--- src/rtl/branch_resolve_if.sv ---
// Request, flag and resolution signals between the branch unit and its pipeline neighbours.
// master drives requests/flags/stall; slave is the resolver.
interface branch_resolve_if #(
    parameter int unsigned AW = 16
);
    logic          br_valid;
    logic          br_ready;
    logic [3:0]    br_cond;
    logic [AW-1:0] br_target;
    logic          N;
    logic          C;
    logic          Z;
    logic          V;
    logic          stall;
    logic          resolve_valid;
    logic          taken;
    logic          redirect_valid;
    logic [AW-1:0] redirect_pc;
    logic          flush;
    logic [15:0]   taken_cnt;

    modport master (
        output br_valid, br_cond, br_target, N, C, Z, V, stall,
        input  br_ready, resolve_valid, taken, redirect_valid, redirect_pc, flush, taken_cnt
    );

    modport slave (
        input  br_valid, br_cond, br_target, N, C, Z, V, stall,
        output br_ready, resolve_valid, taken, redirect_valid, redirect_pc, flush, taken_cnt
    );
endinterface

--- src/rtl/branch_resolve.sv ---
// Branch resolver: latches a conditional branch, evaluates it against live NZCV flags,
// and on a taken result redirects fetch and holds flush for FLUSH_CYCLES cycles.
module branch_resolve #(
    parameter int unsigned FLUSH_CYCLES = 2,
    parameter int unsigned AW           = 16
) (
    input logic             clk,
    input logic             rst,
    branch_resolve_if.slave bus
);
    typedef enum logic [1:0] {IDLE, EVAL, FLUSH} state_t;

    state_t        state;
    logic [3:0]    cond_q;
    logic [AW-1:0] target_q;
    logic [3:0]    flush_cnt;
    logic          resolve_q;
    logic          taken_q;
    logic          redirect_q;
    logic [AW-1:0] redirect_pc_q;
    logic          flush_q;
    logic [15:0]   taken_cnt_q;
    logic          cond_hit;

    always_comb begin
        cond_hit = 1'b0;
        case (cond_q)
            4'h0: cond_hit = bus.Z;
            4'h1: cond_hit = !bus.Z;
            4'h2: cond_hit = bus.C;
            4'h3: cond_hit = !bus.C;
            4'h4: cond_hit = bus.N;
            4'h5: cond_hit = !bus.N;
            4'h6: cond_hit = bus.V;
            4'h7: cond_hit = !bus.V;
            4'h8: cond_hit = bus.C && !bus.Z;
            4'h9: cond_hit = !bus.C || bus.Z;
            4'hA: cond_hit = (bus.N == bus.V);
            4'hB: cond_hit = (bus.N != bus.V);
            4'hC: cond_hit = !bus.Z && (bus.N == bus.V);
            4'hD: cond_hit = bus.Z || (bus.N != bus.V);
            4'hE: cond_hit = 1'b1;
            default: cond_hit = 1'b0;
        endcase
    end

    always_ff @(posedge clk or posedge rst) begin
        if (rst) begin
            state         <= IDLE;
            cond_q        <= '0;
            target_q      <= '0;
            flush_cnt     <= '0;
            resolve_q     <= 1'b0;
            taken_q       <= 1'b0;
            redirect_q    <= 1'b0;
            redirect_pc_q <= '0;
            flush_q       <= 1'b0;
            taken_cnt_q   <= '0;
        end else begin
            resolve_q  <= 1'b0;
            taken_q    <= 1'b0;
            redirect_q <= 1'b0;
            case (state)
                IDLE: begin
                    if (bus.br_valid) begin
                        cond_q   <= bus.br_cond;
                        target_q <= bus.br_target;
                        state    <= EVAL;
                    end
                end
                EVAL: begin
                    if (!bus.stall) begin
                        resolve_q <= 1'b1;
                        taken_q   <= cond_hit;
                        if (cond_hit) begin
                            redirect_q    <= 1'b1;
                            redirect_pc_q <= target_q;
                            flush_q       <= 1'b1;
                            // first flush cycle is this one, so count the remainder
                            flush_cnt     <= 4'(FLUSH_CYCLES - 1);
                            state         <= FLUSH;
                            if (taken_cnt_q != '1)
                                taken_cnt_q <= taken_cnt_q + 16'd1;
                        end else begin
                            state <= IDLE;
                        end
                    end
                end
                FLUSH: begin
                    if (flush_cnt == '0) begin
                        flush_q <= 1'b0;
                        state   <= IDLE;
                    end else begin
                        flush_cnt <= flush_cnt - 4'd1;
                    end
                end
                default: state <= IDLE;
            endcase
        end
    end

    assign bus.br_ready       = (state == IDLE);
    assign bus.resolve_valid  = resolve_q;
    assign bus.taken          = taken_q;
    assign bus.redirect_valid = redirect_q;
    assign bus.redirect_pc    = redirect_pc_q;
    assign bus.flush          = flush_q;
    assign bus.taken_cnt      = taken_cnt_q;
endmodule

--- src/flat_wrapper.sv ---
// flat-port wrapper written by rule: the top's interface ports become plain ports
module branch_resolve_flat 
#(
    parameter int unsigned FLUSH_CYCLES = 2,
    parameter int unsigned AW           = 16
)
  (clk, rst, bus_br_valid, bus_br_cond, bus_br_target, bus_N, bus_C, bus_Z, bus_V, bus_stall, bus_br_ready, bus_resolve_valid, bus_taken, bus_redirect_valid, bus_redirect_pc, bus_flush, bus_taken_cnt);
  branch_resolve_if #(.AW(AW)) bus_i ();
  input logic clk;
  input logic rst;
  input wire logic [$bits(bus_i.br_valid)-1:0] bus_br_valid;
  input wire logic [$bits(bus_i.br_cond)-1:0] bus_br_cond;
  input wire logic [$bits(bus_i.br_target)-1:0] bus_br_target;
  input wire logic [$bits(bus_i.N)-1:0] bus_N;
  input wire logic [$bits(bus_i.C)-1:0] bus_C;
  input wire logic [$bits(bus_i.Z)-1:0] bus_Z;
  input wire logic [$bits(bus_i.V)-1:0] bus_V;
  input wire logic [$bits(bus_i.stall)-1:0] bus_stall;
  output wire logic [$bits(bus_i.br_ready)-1:0] bus_br_ready;
  output wire logic [$bits(bus_i.resolve_valid)-1:0] bus_resolve_valid;
  output wire logic [$bits(bus_i.taken)-1:0] bus_taken;
  output wire logic [$bits(bus_i.redirect_valid)-1:0] bus_redirect_valid;
  output wire logic [$bits(bus_i.redirect_pc)-1:0] bus_redirect_pc;
  output wire logic [$bits(bus_i.flush)-1:0] bus_flush;
  output wire logic [$bits(bus_i.taken_cnt)-1:0] bus_taken_cnt;
  assign bus_i.br_valid = bus_br_valid;
  assign bus_i.br_cond = bus_br_cond;
  assign bus_i.br_target = bus_br_target;
  assign bus_i.N = bus_N;
  assign bus_i.C = bus_C;
  assign bus_i.Z = bus_Z;
  assign bus_i.V = bus_V;
  assign bus_i.stall = bus_stall;
  assign bus_br_ready = bus_i.br_ready;
  assign bus_resolve_valid = bus_i.resolve_valid;
  assign bus_taken = bus_i.taken;
  assign bus_redirect_valid = bus_i.redirect_valid;
  assign bus_redirect_pc = bus_i.redirect_pc;
  assign bus_flush = bus_i.flush;
  assign bus_taken_cnt = bus_i.taken_cnt;
  branch_resolve #(.FLUSH_CYCLES(FLUSH_CYCLES), .AW(AW)) u_core (.clk(clk), .rst(rst), .bus(bus_i));
endmodule
--- config.mk ---
export PLATFORM = sky130hd
export DESIGN_NAME = branch_resolve_flat
export DESIGN_NICKNAME = d
export VERILOG_FILES = /design/src/rtl/branch_resolve_if.sv /design/src/rtl/branch_resolve.sv /design/src/flat_wrapper.sv
export SDC_FILE = /design/constraint.sdc
export NUM_CORES = 1
export LEC_CHECK = 0
export BUFFER_PORTS_ARGS = -buffer_cell sky130_fd_sc_hd__buf_4
export CAP_MARGIN = 10
export CORE_MARGIN = 10
export CORE_UTILIZATION = 45
export CTS_CLUSTER_DIAMETER = 40
export CTS_CLUSTER_SIZE = 40
export DETAILED_ROUTE_END_ITERATION = 16
export PLACE_DENSITY = 0.71
export SETUP_SLACK_MARGIN = 0.1
export SLEW_MARGIN = 10
export SYNTH_ARGS = -nofsm -noshare
export SYNTH_HDL_FRONTEND = slang
export SYNTH_SLANG_ARGS = --single-unit
--- constraint.sdc ---
create_clock -name clk -period 3 [get_ports clk]
set_clock_uncertainty 0.05 [all_clocks]
set_input_delay 0.45 -clock clk [delete_from_list [all_inputs] [get_ports clk]]
set_output_delay 0.45 -clock clk [all_outputs]
set_load 0.02 [all_outputs]
==> results by group <==
Outcome
  • Outcome: complete, no violations

Timing
  • Setup TNS: 0 ps
  • Minimum clock period: 2480 ps
  • Slew at the pin closest to its max-slew limit: 555 ps
  • Hold slack: 125 ps
  • Pins over their slew limit: 0
  • Fin crit share: 0.827
  • Final Hold Vio Count: 0
  • Setup-failing EPs final: 0
  • RSZ-0062 raised after global routing: false
  • Fmax: 403 MHz
  • Worst rel slew slack: 0.629
  • Final setup margin: 519 ps

Critical path
  • CP endpoint kind: register
  • Worst stage delay on the critical path: 580 ps
  • R2R depth: 7
  • Critical path fanouts, max: 11
  • Worst EP arrival: 2640 ps
  • Reg2reg start: u_core.cond_q[2]
  • Crit start category: register
  • WP data required: 3160 ps
  • Worst path cell trace: or4b_4, a311oi_2, a2111oi_4, a21boi_4, buf_4, nand4_1, mux2_1
  • WS Path Type: reg -> reg
  • Family with the most delay on the worst path: simple AND/OR/NAND/NOR gates
  • Slowest CP cell: or4b_4
  • Reg2reg end: u_core.bus.taken_cnt[14]
  • Buf+Inv Stages, Crit Path: 1
  • Internal reg-to-reg setup slack: 520 ps

Global routing
  • First-pass GRT wire length: 10100 um
  • Vias in the first global route: 2044
  • GR Util All Layers: 0.127
  • Initial antenna violation count: 0
  • Total grt overflow: 0
  • Maximum number of pins on one net before global-route repair: 28

Detailed routing
  • Final antenna-violating net count: 0
  • Vias: 1906
  • Total wire length: 6030 um
  • DR WL/cell: 16.4 um
  • Vias per inst: 5.19
  • Initial DRC Count: 47
  • DRC: 0
  • Drt first pass iters: 4

Floorplan
  • I/O Pins: 65
  • Initial Util: 0.469
  • DIE AREA: 9860 um2
  • Die Y: 99.3 um
  • Die Wd: 99.3 um
  • Number of cell rows: 28
  • Core Footprint: 6030 um2

Yosys
  • Synth warnings: 0
  • Syn Area/Cell: 13.0 um2
  • Cell count after synthesis: 217
  • Post-synth top area cell: dfrtp_1
  • Synth unique cells: 49
  • Post-synthesis register bit count: 61
  • Synth top area share: 0.540
  • Area contributors post-synth: dfrtp_1 54%, mux2_2 14%, xnor2_1 4.0%
  • Post-Syn Area: 2830 um2
  • Sequential fraction of the synthesis area: 0.540
  • Primary FF master, synth: dfrtp_1
  • Post-synth ARST share: 1.00
  • Post-Synthesis Net Count: 248
  • EDFF count, synth: 0
  • Most common cell in the synthesized netlist: dfrtp_1
  • Synth cell count leaders: 61 x dfrtp_1, 36 x mux2_2, 13 x xnor2_1, 9 x nand3_1, 8 x nand2_1

CTS
  • Clk buf depth: 2
  • H-tree depth: 3
  • Post_cts resized: 0
  • Clock root cell: clkbuf_8
  • TritonCTS clock tree: yes
  • Hold_buf cts: 0
  • Setup Fix Bufs, Post-CTS: 0
  • Worst-path clk slew: 60 ps
  • CTS buffer count: 9
  • Clock Sinks: 61
  • Clock latency on the worst-skew pair: 330 ps

Placed design
  • DP Wirelength: 4530 um
  • Pre-CTS WS: 469 ps
  • Placer congestion estimate: 0.806
  • IO buf count: 64

Pwr
  • Pwr Density: 965 nW/um2
  • Leak: 1.61 nW
  • Final Power: 3.42 mW
  • Max VDD drop: 0.543 mV

Worst hold path
  • Min-delay worst type: in -> async

Layout
  • Fin util: 0.588
  • Area Overhead vs Synth: 25.2%
  • Antenna cells: 0
  • # nets final: 319
  • Share of layout cells above drive strength 1: 0.469

Job
  • # Max-Cap Violations: 0
-- state kept, by name, indices dropped and copies added, names as in the netlist --
| signal | cells |
|---|---|
| u_core.cond_q | 4 |
| u_core.bus.redirect_valid | 1 |
| u_core.bus.taken_cnt | 16 |
| u_core.state | 2 |
| u_core.flush_cnt | 4 |
| u_core.bus.resolve_valid | 1 |
| u_core.bus.redirect_pc | 16 |
| u_core.bus.flush | 1 |
| u_core.target_q | 16 |
-- layout make-up --
| cell class | count | area (um2) |
|---|---|---|
| Timing Repair Buffer | 70 | 526 |
| Clock buffer | 14 | 173 |
| Clock inverter | 1 | 5.00 |
| Multi-Input combinational cell | 141 | 1200 |
| Tap cell | 75 | 93.8 |
| Sequential cell | 61 | 1530 |
| Fill cell | 528 | 2480 |
| Inverter | 5 | 18.8 |
-- cell usage in the layout, fill, tap and decap left out, drive strengths merged, types with 2 or more instances in the layout --
master  netlist  final
buf           8     70
clkbuf        2     14
xnor2        13     13
and2          6      6
and4bb        2      2
inv           5      5
nor2          6      6
nand4         6      6
mux2         38     38
and3          5      5
dfrtp        61     61
mux2i         2      2
a21oi         5      5
nor3b         2      2
nand3         9      9
nand4b        2      2
ha            3      3
nand2         8      8
nor2b         2      2
o22ai         2      2
o21ai         3      3
a31oi         2      2
nand2b        6      6
-- logic make-up after synthesis --
group           count (synthesis)  share of synthesized area
xor+xnor                       14                     0.0433
flops                          61                      0.540
fa+ha+maj                       3                     0.0133
compound gates                 22                     0.0721
simple gates                   62                      0.137
buf+inv                        15                     0.0367
mux                            40                      0.158
-- stage by stage --
step | instance area, um2 | std cells
global route | 3540 | 367
global placement | 3360 | 352
detailed placement | 3360 | 352
finish | 3540 | 367
floorplan | 2830 | 217
CTS | 3540 | 367
-- power by group --
part / total, mW / internal, mW / leakage (nW) / switching (mW)
clock network: 0.645 / 0.362 / 0.0926 / 0.283
logic: 1.36 / 0.709 / 0.757 / 0.650
registers: 1.41 / 1.15 / 0.756 / 0.264
total: 3.42 / 2.22 / 1.61 / 1.20
-- routing by layer --
layer,vias to the layer above,part of all wire,global-route usage
li1,921,-,-
met5,-,0,0
met3,9,0.054,0.0464
met2,45,0.48,0.199
met1,931,0.45,0.154
met4,0,0.013,0.0529
-- worst max path at each step --
| stage | startpoint | to | slack [ps] | depth (start not counted) |
|---|---|---|---|---|
| 2_1_floorplan | u_core.cond_q[2] | u_core.bus.redirect_pc[10] | 650 | 7 |
| 5_1_grt | u_core.cond_q[2] | u_core.bus.taken_cnt[14] | 380 | 7 |
| 3_3_place_gp | bus_N | u_core.bus.taken_cnt[10] | 500 | 8 |
| 4_1_cts | u_core.cond_q[2] | u_core.bus.taken_cnt[14] | 500 | 7 |
| 3_5_place_dp | bus_N | u_core.bus.taken_cnt[14] | 470 | 8 |
| 6_report | u_core.cond_q[2] | u_core.bus.taken_cnt[14] | 520 | 7 |
Note: power is estimated with default switching activity, not from simulation.
